<file path="config.mk">
export PLATFORM = sky130hd
export DESIGN_NAME = mem_arbiter_flat
export DESIGN_NICKNAME = d
export VERILOG_FILES = /design/src/rtl/mem_arbiter_if.sv /design/src/rtl/mem_arbiter.sv /design/src/flat_wrapper.sv
export SDC_FILE = /design/constraint.sdc
export NUM_CORES = 1
export LEC_CHECK = 0
export ABC_AREA = 1
export CORE_UTILIZATION = 35
export DETAILED_ROUTE_END_ITERATION = 10
export PLACE_DENSITY = 0.8
export SYNTH_ARGS = -nofsm -noshare
export SYNTH_HDL_FRONTEND = slang
export SYNTH_SLANG_ARGS = --single-unit
</file>
<file path="constraint.sdc">
create_clock -name clock -period 4.5 [get_ports clock]
set_input_delay 1.35 -clock clock [delete_from_list [all_inputs] [get_ports clock]]
set_output_delay 1.35 -clock clock [all_outputs]
set_load 0.03 [all_outputs]
</file>
<file path="src/rtl/mem_arbiter_if.sv">
// Request/response bundle shared by the IFU, the LSU and the memory port.
// The master view is the arbiter; the slave view is its environment.
interface mem_arbiter_if;
  logic        ifu_reqValid;
  logic [31:0] ifu_addr;
  logic        ifu_respValid;
  logic        ifu_respErr;
  logic [31:0] ifu_rdata;

  logic        lsu_reqValid;
  logic [31:0] lsu_addr;
  logic [31:0] lsu_wdata;
  logic [3:0]  lsu_wmask;
  logic        lsu_wen;
  logic        lsu_respValid;
  logic        lsu_respErr;
  logic [31:0] lsu_rdata;

  logic        mem_reqValid;
  logic [31:0] mem_addr;
  logic [31:0] mem_wdata;
  logic [3:0]  mem_wmask;
  logic        mem_wen;
  logic        mem_respValid;
  logic [31:0] mem_rdata;

  modport master (
    input  ifu_reqValid, ifu_addr,
    input  lsu_reqValid, lsu_addr,
    input  lsu_wdata, lsu_wmask, lsu_wen,
    input  mem_respValid, mem_rdata,
    output ifu_respValid, ifu_respErr,
    output ifu_rdata,
    output lsu_respValid, lsu_respErr,
    output lsu_rdata,
    output mem_reqValid, mem_addr,
    output mem_wdata, mem_wmask, mem_wen
  );

  modport slave (
    output ifu_reqValid, ifu_addr,
    output lsu_reqValid, lsu_addr,
    output lsu_wdata, lsu_wmask, lsu_wen,
    output mem_respValid, mem_rdata,
    input  ifu_respValid, ifu_respErr,
    input  ifu_rdata,
    input  lsu_respValid, lsu_respErr,
    input  lsu_rdata,
    input  mem_reqValid, mem_addr,
    input  mem_wdata, mem_wmask, mem_wen
  );
endinterface

</file>
<file path="src/rtl/mem_arbiter.sv">
// Round-robin arbiter sharing one memory port between IFU and LSU,
// with per-transaction timeout that returns an error response.
module mem_arbiter #(
  parameter int unsigned TIMEOUT_CYCLES = 255
) (
  input  logic   clock,
  input  logic   reset,
  mem_arbiter_if.master bus
);

  localparam bit TO_EN = (TIMEOUT_CYCLES != 0);
  localparam int unsigned CW =
    TO_EN ? $clog2(TIMEOUT_CYCLES + 1) : 1;
  localparam logic [CW-1:0] CNT_LAST =
    TO_EN ? CW'(TIMEOUT_CYCLES - 1) : '0;

  typedef enum logic [1:0] {
    IDLE,
    BUSY_IFU,
    BUSY_LSU
  } state_t;

  state_t        state_q, state_d;
  logic [CW-1:0] cnt_q, cnt_d;
  logic          last_lsu_q, last_lsu_d;

  logic          pend_ifu_q, pend_lsu_q;
  logic [31:0]   ifu_addr_q;
  logic [31:0]   lsu_addr_q;
  logic [31:0]   lsu_wdata_q;
  logic [3:0]    lsu_wmask_q;
  logic          lsu_wen_q;

  logic          grant_ifu, grant_lsu;
  logic          timeout;
  logic          done_ifu, done_lsu;

  always_ff @(posedge clock or posedge reset) begin
    if (reset) begin
      state_q    <= IDLE;
      cnt_q      <= '0;
      last_lsu_q <= 1'b0;
    end else begin
      state_q    <= state_d;
      cnt_q      <= cnt_d;
      last_lsu_q <= last_lsu_d;
    end
  end

  // A new pulse beats the clear from a same-cycle completion.
  always_ff @(posedge clock or posedge reset) begin
    if (reset) begin
      pend_ifu_q  <= 1'b0;
      pend_lsu_q  <= 1'b0;
      ifu_addr_q  <= '0;
      lsu_addr_q  <= '0;
      lsu_wdata_q <= '0;
      lsu_wmask_q <= '0;
      lsu_wen_q   <= 1'b0;
    end else begin
      if (bus.ifu_reqValid) begin
        pend_ifu_q <= 1'b1;
        ifu_addr_q <= bus.ifu_addr;
      end else if (done_ifu) begin
        pend_ifu_q <= 1'b0;
      end
      if (bus.lsu_reqValid) begin
        pend_lsu_q  <= 1'b1;
        lsu_addr_q  <= bus.lsu_addr;
        lsu_wdata_q <= bus.lsu_wdata;
        lsu_wmask_q <= bus.lsu_wmask;
        lsu_wen_q   <= bus.lsu_wen;
      end else if (done_lsu) begin
        pend_lsu_q <= 1'b0;
      end
    end
  end

  always_comb begin
    state_d    = state_q;
    cnt_d      = cnt_q;
    last_lsu_d = last_lsu_q;
    grant_ifu  = 1'b0;
    grant_lsu  = 1'b0;
    done_ifu   = 1'b0;
    done_lsu   = 1'b0;
    timeout    = TO_EN && (cnt_q == CNT_LAST);

    bus.ifu_respValid = 1'b0;
    bus.ifu_respErr   = 1'b0;
    bus.ifu_rdata     = '0;
    bus.lsu_respValid = 1'b0;
    bus.lsu_respErr   = 1'b0;
    bus.lsu_rdata     = '0;
    bus.mem_reqValid  = 1'b0;
    bus.mem_addr      = '0;
    bus.mem_wdata     = '0;
    bus.mem_wmask     = '0;
    bus.mem_wen       = 1'b0;

    unique case (state_q)
      IDLE: begin
        grant_lsu = pend_lsu_q &&
                    (!pend_ifu_q || !last_lsu_q);
        grant_ifu = pend_ifu_q && !grant_lsu;
        if (grant_lsu) begin
          bus.mem_reqValid = 1'b1;
          bus.mem_addr     = lsu_addr_q;
          bus.mem_wdata    = lsu_wdata_q;
          bus.mem_wmask    = lsu_wmask_q;
          bus.mem_wen      = lsu_wen_q;
          last_lsu_d       = 1'b1;
          cnt_d            = '0;
          state_d          = BUSY_LSU;
        end else if (grant_ifu) begin
          bus.mem_reqValid = 1'b1;
          bus.mem_addr     = ifu_addr_q;
          last_lsu_d       = 1'b0;
          cnt_d            = '0;
          state_d          = BUSY_IFU;
        end
      end
      BUSY_IFU: begin
        bus.mem_addr = ifu_addr_q;
        if (bus.mem_respValid) begin
          bus.ifu_respValid = 1'b1;
          bus.ifu_rdata     = bus.mem_rdata;
          done_ifu          = 1'b1;
          state_d           = IDLE;
        end else if (timeout) begin
          bus.ifu_respValid = 1'b1;
          bus.ifu_respErr   = 1'b1;
          done_ifu          = 1'b1;
          state_d           = IDLE;
        end else begin
          cnt_d = cnt_q + CW'(1);
        end
      end
      BUSY_LSU: begin
        bus.mem_addr  = lsu_addr_q;
        bus.mem_wdata = lsu_wdata_q;
        bus.mem_wmask = lsu_wmask_q;
        bus.mem_wen   = lsu_wen_q;
        if (bus.mem_respValid) begin
          bus.lsu_respValid = 1'b1;
          bus.lsu_rdata     = bus.mem_rdata;
          done_lsu          = 1'b1;
          state_d           = IDLE;
        end else if (timeout) begin
          bus.lsu_respValid = 1'b1;
          bus.lsu_respErr   = 1'b1;
          done_lsu          = 1'b1;
          state_d           = IDLE;
        end else begin
          cnt_d = cnt_q + CW'(1);
        end
      end
      default: state_d = IDLE;
    endcase
  end

endmodule

</file>
<file path="src/flat_wrapper.sv">
// flat-port wrapper written by rule: the top's interface ports become plain ports
module mem_arbiter_flat 
#(
  parameter int unsigned TIMEOUT_CYCLES = 255
)
  (clock, reset, bus_ifu_reqValid, bus_ifu_addr, bus_lsu_reqValid, bus_lsu_addr, bus_lsu_wdata, bus_lsu_wmask, bus_lsu_wen, bus_mem_respValid, bus_mem_rdata, bus_ifu_respValid, bus_ifu_respErr, bus_ifu_rdata, bus_lsu_respValid, bus_lsu_respErr, bus_lsu_rdata, bus_mem_reqValid, bus_mem_addr, bus_mem_wdata, bus_mem_wmask, bus_mem_wen);
  mem_arbiter_if bus_i ();
  input  logic clock;
  input  logic reset;
  input wire logic [$bits(bus_i.ifu_reqValid)-1:0] bus_ifu_reqValid;
  input wire logic [$bits(bus_i.ifu_addr)-1:0] bus_ifu_addr;
  input wire logic [$bits(bus_i.lsu_reqValid)-1:0] bus_lsu_reqValid;
  input wire logic [$bits(bus_i.lsu_addr)-1:0] bus_lsu_addr;
  input wire logic [$bits(bus_i.lsu_wdata)-1:0] bus_lsu_wdata;
  input wire logic [$bits(bus_i.lsu_wmask)-1:0] bus_lsu_wmask;
  input wire logic [$bits(bus_i.lsu_wen)-1:0] bus_lsu_wen;
  input wire logic [$bits(bus_i.mem_respValid)-1:0] bus_mem_respValid;
  input wire logic [$bits(bus_i.mem_rdata)-1:0] bus_mem_rdata;
  output wire logic [$bits(bus_i.ifu_respValid)-1:0] bus_ifu_respValid;
  output wire logic [$bits(bus_i.ifu_respErr)-1:0] bus_ifu_respErr;
  output wire logic [$bits(bus_i.ifu_rdata)-1:0] bus_ifu_rdata;
  output wire logic [$bits(bus_i.lsu_respValid)-1:0] bus_lsu_respValid;
  output wire logic [$bits(bus_i.lsu_respErr)-1:0] bus_lsu_respErr;
  output wire logic [$bits(bus_i.lsu_rdata)-1:0] bus_lsu_rdata;
  output wire logic [$bits(bus_i.mem_reqValid)-1:0] bus_mem_reqValid;
  output wire logic [$bits(bus_i.mem_addr)-1:0] bus_mem_addr;
  output wire logic [$bits(bus_i.mem_wdata)-1:0] bus_mem_wdata;
  output wire logic [$bits(bus_i.mem_wmask)-1:0] bus_mem_wmask;
  output wire logic [$bits(bus_i.mem_wen)-1:0] bus_mem_wen;
  assign bus_i.ifu_reqValid = bus_ifu_reqValid;
  assign bus_i.ifu_addr = bus_ifu_addr;
  assign bus_i.lsu_reqValid = bus_lsu_reqValid;
  assign bus_i.lsu_addr = bus_lsu_addr;
  assign bus_i.lsu_wdata = bus_lsu_wdata;
  assign bus_i.lsu_wmask = bus_lsu_wmask;
  assign bus_i.lsu_wen = bus_lsu_wen;
  assign bus_i.mem_respValid = bus_mem_respValid;
  assign bus_i.mem_rdata = bus_mem_rdata;
  assign bus_ifu_respValid = bus_i.ifu_respValid;
  assign bus_ifu_respErr = bus_i.ifu_respErr;
  assign bus_ifu_rdata = bus_i.ifu_rdata;
  assign bus_lsu_respValid = bus_i.lsu_respValid;
  assign bus_lsu_respErr = bus_i.lsu_respErr;
  assign bus_lsu_rdata = bus_i.lsu_rdata;
  assign bus_mem_reqValid = bus_i.mem_reqValid;
  assign bus_mem_addr = bus_i.mem_addr;
  assign bus_mem_wdata = bus_i.mem_wdata;
  assign bus_mem_wmask = bus_i.mem_wmask;
  assign bus_mem_wen = bus_i.mem_wen;
  mem_arbiter #(.TIMEOUT_CYCLES(TIMEOUT_CYCLES)) u_core (.clock(clock), .reset(reset), .bus(bus_i));
endmodule
</file>
Word-level counts from Yosys, hierarchy flattened:

Cells that the tools add are included.

* output and inout port bits: 138
* register bits: 114
* word-level logic and storage cells: 71
* input port bits: 138

* $add $sub $neg: 1
* reductions and logical operators: 15
* eq/ne operators: 7
* multiplexer cells: 38

Operators by type and width (number)
* 32-bit 2-to-1 mux: 6
* 32-bit one-hot mux with 3 select lines: 1
* 32-bit one-hot mux with 2 select lines: 1
* 8-bit 2-to-1 mux: 4
* 1-bit 2-to-1 mux: 17
* 8-bit one-hot mux with 2 select lines: 1
* 8-bit by 1-bit adder with 8-bit output, second input constant: 1
* 8-bit == test, second input constant: 1
* 2-bit 2-to-1 mux: 4
* 4-bit one-hot mux with 2 select lines: 1
* 2-bit nonzero test: 4
* 3-bit by 1-bit != test with 1-bit output, second input constant: 2
* 4-bit 2-to-1 mux: 1
* 2-bit != test, second input constant: 2
* 2-bit one-hot mux with 2 select lines: 1
* 2-bit AND reduction: 2
* 4-bit AND reduction: 1
* 1-bit zero test: 3
* 2-bit by 1-bit == test with 1-bit output, second input constant: 1
* 2-bit == test, second input constant: 1
* 1-bit logical AND: 2
* 2-bit zero test: 1
* 1-bit one-hot mux with 2 select lines: 1
* 2-bit OR reduction: 1
* 1-bit logical OR: 1

Depth between registers and ports, before layout:

* depth after elaboration: 8
* depth in mapped cells: 9
* depth with buffers taken out: 9

Least setup slack after synthesis:

Ideal clock, no wire load.

* path type: input port to output port
* start point: input port bus_mem_respValid
* end point: output port bus_ifu_rdata[23]
* stages on the path: 4
* data arrival time: 2.416 ns
* data required time: 3.150 ns
* buffers on the path: 2
* slack: 0.734 ns
* path through: inv_1 -> buf_2 -> buf_2 -> nor3_1

* cells in the longest elaborated chain, start to end: 2

RTL lines
* start: declaration: line flat_wrapper.sv:17 `input wire logic [$bits(bus_i.mem_respValid)-1:0] bus_mem_respValid;`
* 32-bit 2-to-1 mux: line mem_arbiter.sv:125 `if (bus.mem_respValid) begin`
* 32-bit 2-to-1 mux: line mem_arbiter.sv:101 `unique case (state_q)`
* end: declaration: line flat_wrapper.sv:21 `output wire logic [$bits(bus_i.ifu_rdata)-1:0] bus_ifu_rdata;`

Every way passes these cells.

Worst setup path in the final report:

* start point: input port bus_mem_respValid
* end point: output port bus_lsu_rdata[21]

* cells in the longest elaborated chain, start to end: 2

RTL lines
* 32-bit 2-to-1 mux: line mem_arbiter.sv:144 `if (bus.mem_respValid) begin`
* 32-bit 2-to-1 mux: line mem_arbiter.sv:101
* end: declaration: line flat_wrapper.sv:24 `output wire logic [$bits(bus_i.lsu_rdata)-1:0] bus_lsu_rdata;`

Every way passes these cells.

==> out/qor.yml <==
status: "completed"
grt_max_degree: 67
synth_top_area_cell: "dfrtp_1"
end_kind: "output pin"
finClkSkew_ns: 0.00438
final_layout_size_suffix_gt1_frac: 0.120
ys_types: 28
drt_iter0_markers: 245
rsz0062_at_grt: "no"
fin_util: 0.567
async_flop_share: 1.00
maxCapViolCount: 0
ys_top_cells_by_area: "dfrtp_1 (49%), nand2_1 (21%), nor3_1 (5.7%), inv_1 (5.5%), o21ai_0 (3.8%)"
syn-num-nets: 943
clk_path_buf_depth: 2
path_delay_family: "buffers and inverters"
wl_per_cell_um: 14.1
powerDensity_nw_per_um2: 571
cts_hold_buf: 0
antenna_found_initial: 1
gp_congestion: 0.877
avgSynthCellArea_um2: 7.31
pin_count: 276
synthesis.area_um2: 5840
die_w_um: 131
ys_seq_area_frac: 0.488
grt_pass1_wl_um: 30100
io_buffers: 275
finish.instance_area_um2: 9140
netlist.area_leader.share: 0.488
hold_depth: 2
crit_top_cell: "buf_12"
finalSetupTns_ns: 0
clock_sinks: 114
crit_path_start_kind: "input pin"
initial_utilization: 0.363
slew_viol_final: 0
drt_wl_total_um: 18100
fill_cells: 1420
clk_pin_slew_ns: 0.05
drc: 0
placed_area_um2: 8560
yosysWarnings: 0
final_hold_viol_count: 0
path_buf_inv: 4
row_count: 46
synth_edf_count: 0
fmax_ghz: 0.235
setup_viol: 0
crit_slowest_cell: "clkdlybuf4s50_1"
first_global_vias: 6035
finalPower_w: 0.00522
dieArea_um2: 17200
ant_nets: 0
track_usage: 0.219
hold_end: "u_core.ifu_addr_q[24]$_DFFE_PP0P_"
synthToLayoutAreaGrowth_pct: 56.5
clockRootBuffer: "clkbuf_16"
cts_tree: "done"
fin_crit_sh: 0.948
ys_ff_latch: 114
cts_max_level: 4
relSlewSlack: 0.217
insertion_delay_ns: 0.41
crit_chain: "clkdlybuf4s50_1 > clkinv_1 > buf_12 > nor3_1 > buf_12"
r2r_slack_ns: 2.71
final_net_count: 1196
r2r_end: "u_core.cnt_q[6]$_DFFE_PP0P_"
crit_start: "bus_mem_respValid"
worstHoldStart: "u_core.ifu_addr_q[24]$_DFFE_PP0P_"
cts_made_buffers: 17
dieHeight_um: 131
hpwl_um: 12700
grt_overflow: 0
synthFlopType: "dfrtp_1"
path_class: "in -> out"
arrival_ns: 2.91
cp.required_ns: 3.15
first_pass_iters: 4
holdCritPathClass: "reg -> reg"
p_leak_nw: 4.44
vias: 5941
synth.most_common_cell: "nand2_1"
slowest_delay_ns: 0.63
vias_per_cell: 4.63
netlist_top_cells_count: "nand2_1 (321), dfrtp_1 (114), inv_1 (85)"
min_period_ns: 4.26
syn_inst: 799
path_max_fanout: 66
worstMarginPinSlew_ns: 1.17
rr_startpoint: "u_core.state_q[0]$_DFFE_PP0P_"
coreArea_um2: 16100
r2r_cells: 7
irDropWorstVdd_v: 0.000384
==> kinds of logic after synthesis <==
logic type / after synthesis / synth area share
AND/OR/NAND/NOR: 452 / 0.314
buffers and inverters: 137 / 0.101
flip-flops: 114 / 0.488
AO/OA/AOI/OAI: 90 / 0.0835
adder cells (fa/ha/maj): 6 / 0.0129
==> placed cells by master (no fill, tap or decap), drive strengths merged <==
master / synthesis / final
o21ai: 52 / 52
inv: 87 / 88
a21oi: 35 / 35
nor3: 66 / 66
o21bai: 1 / 1
or2: 1 / 1
clkinvlp: 0 / 5
diode: 0 / 1
dfrtp: 114 / 114
nor2: 47 / 47
clkbuf: 23 / 19
o211ai: 1 / 1
bufinv: 0 / 2
clkdlybuf4s50: 0 / 207
buf: 26 / 76
ha: 6 / 6
o21a: 1 / 1
clkinv: 1 / 6
nand3: 11 / 11
nand2: 327 / 327
==> worst reg2reg max path, stage by stage (launching register included) <==
cell and delay [ns]:
dfrtp_1 0.39, inv_1 0.08, ha_1 0.50, nor2_1 0.11
a21oi_2 0.17, nand3_4 0.23, nand2_1 0.15, o21ai_2 0.06
==> routing by layer <==
layer | vias to the layer above | GRT usage | wire length [µm]
met2 | 243 | 0.373 | 8790
met4 | 0 | 0.111 | 658
met1 | 2692 | 0.253 | 7290
li1 | 2974 | - | -
met3 | 32 | 0.0575 | 1350
met5 | - | 0 | 0
==> sequential cells by signal, indices dropped and copies added (netlist names) <==
name and cells:
u_core.lsu_wdata_q 32, u_core.lsu_addr_q 32, u_core.state_q 2, u_core.pend_ifu_q 1
u_core.pend_lsu_q 1, u_core.lsu_wmask_q 4, u_core.cnt_q 8, u_core.last_lsu_q 1
u_core.ifu_addr_q 32, u_core.lsu_wen_q 1
==> what timing repair did <==
action | CTS | global route
resized for setup | 0 | 2
endpoints found under the setup margin | 0 | 27
setup buffers | 0 | 0
==> per-stage QoR <==
step | hold WS, ns | setup WS, ns | instances
after global placement | 0.453 | 0.238 | 1249
after CTS | 0.473 | 0.0724 | 1281
after detailed placement | 0.459 | 0.230 | 1249
after global routing | 0.480 | 0.0442 | 1282
after floorplan | 0.442 | 0.134 | 799
final | 0.468 | 0.236 | 1282
==> worst max-delay path by stage <==
stage                     slack, ns                     endpoint  cells after the start
after detailed placement       0.23            bus_lsu_rdata[21]                      5
final                          0.24            bus_lsu_rdata[21]                      5
after CTS                      0.07            bus_mem_wdata[18]                      7
after global routing           0.04             bus_mem_wdata[4]                      7
after global placement         0.24            bus_lsu_rdata[21]                      5
after floorplan                0.13  u_core.cnt_q[0]$_DFFE_PP0P_                      1
==> cell type report <==
| type | count | area [µm²] | area share |
|---|---|---|---|
| antenna | 1 | 2.50 | 0.000274 |
| clock buffer | 19 | 443 | 0.0484 |
| clock inverter | 13 | 135 | 0.0148 |
| inverter | 88 | 335 | 0.0367 |
| multi-input combinational | 548 | 2400 | 0.262 |
| sequential | 114 | 2850 | 0.312 |
| tap | 216 | 270 | 0.0296 |
| timing repair buffer | 283 | 2710 | 0.296 |
==> where the power goes <==
| group | switching (W) | total [W] | leakage [nW] | internal, W |
|---|---|---|---|---|
| logic | 0.00172 | 0.00271 | 2.77 | 0.000994 |
| registers | 0.0000607 | 0.00119 | 1.40 | 0.00113 |
| clock network | 0.000488 | 0.00131 | 0.272 | 0.000827 |
| total | 0.00227 | 0.00522 | 4.44 | 0.00295 |
Power figures use the tool's default switching activity.
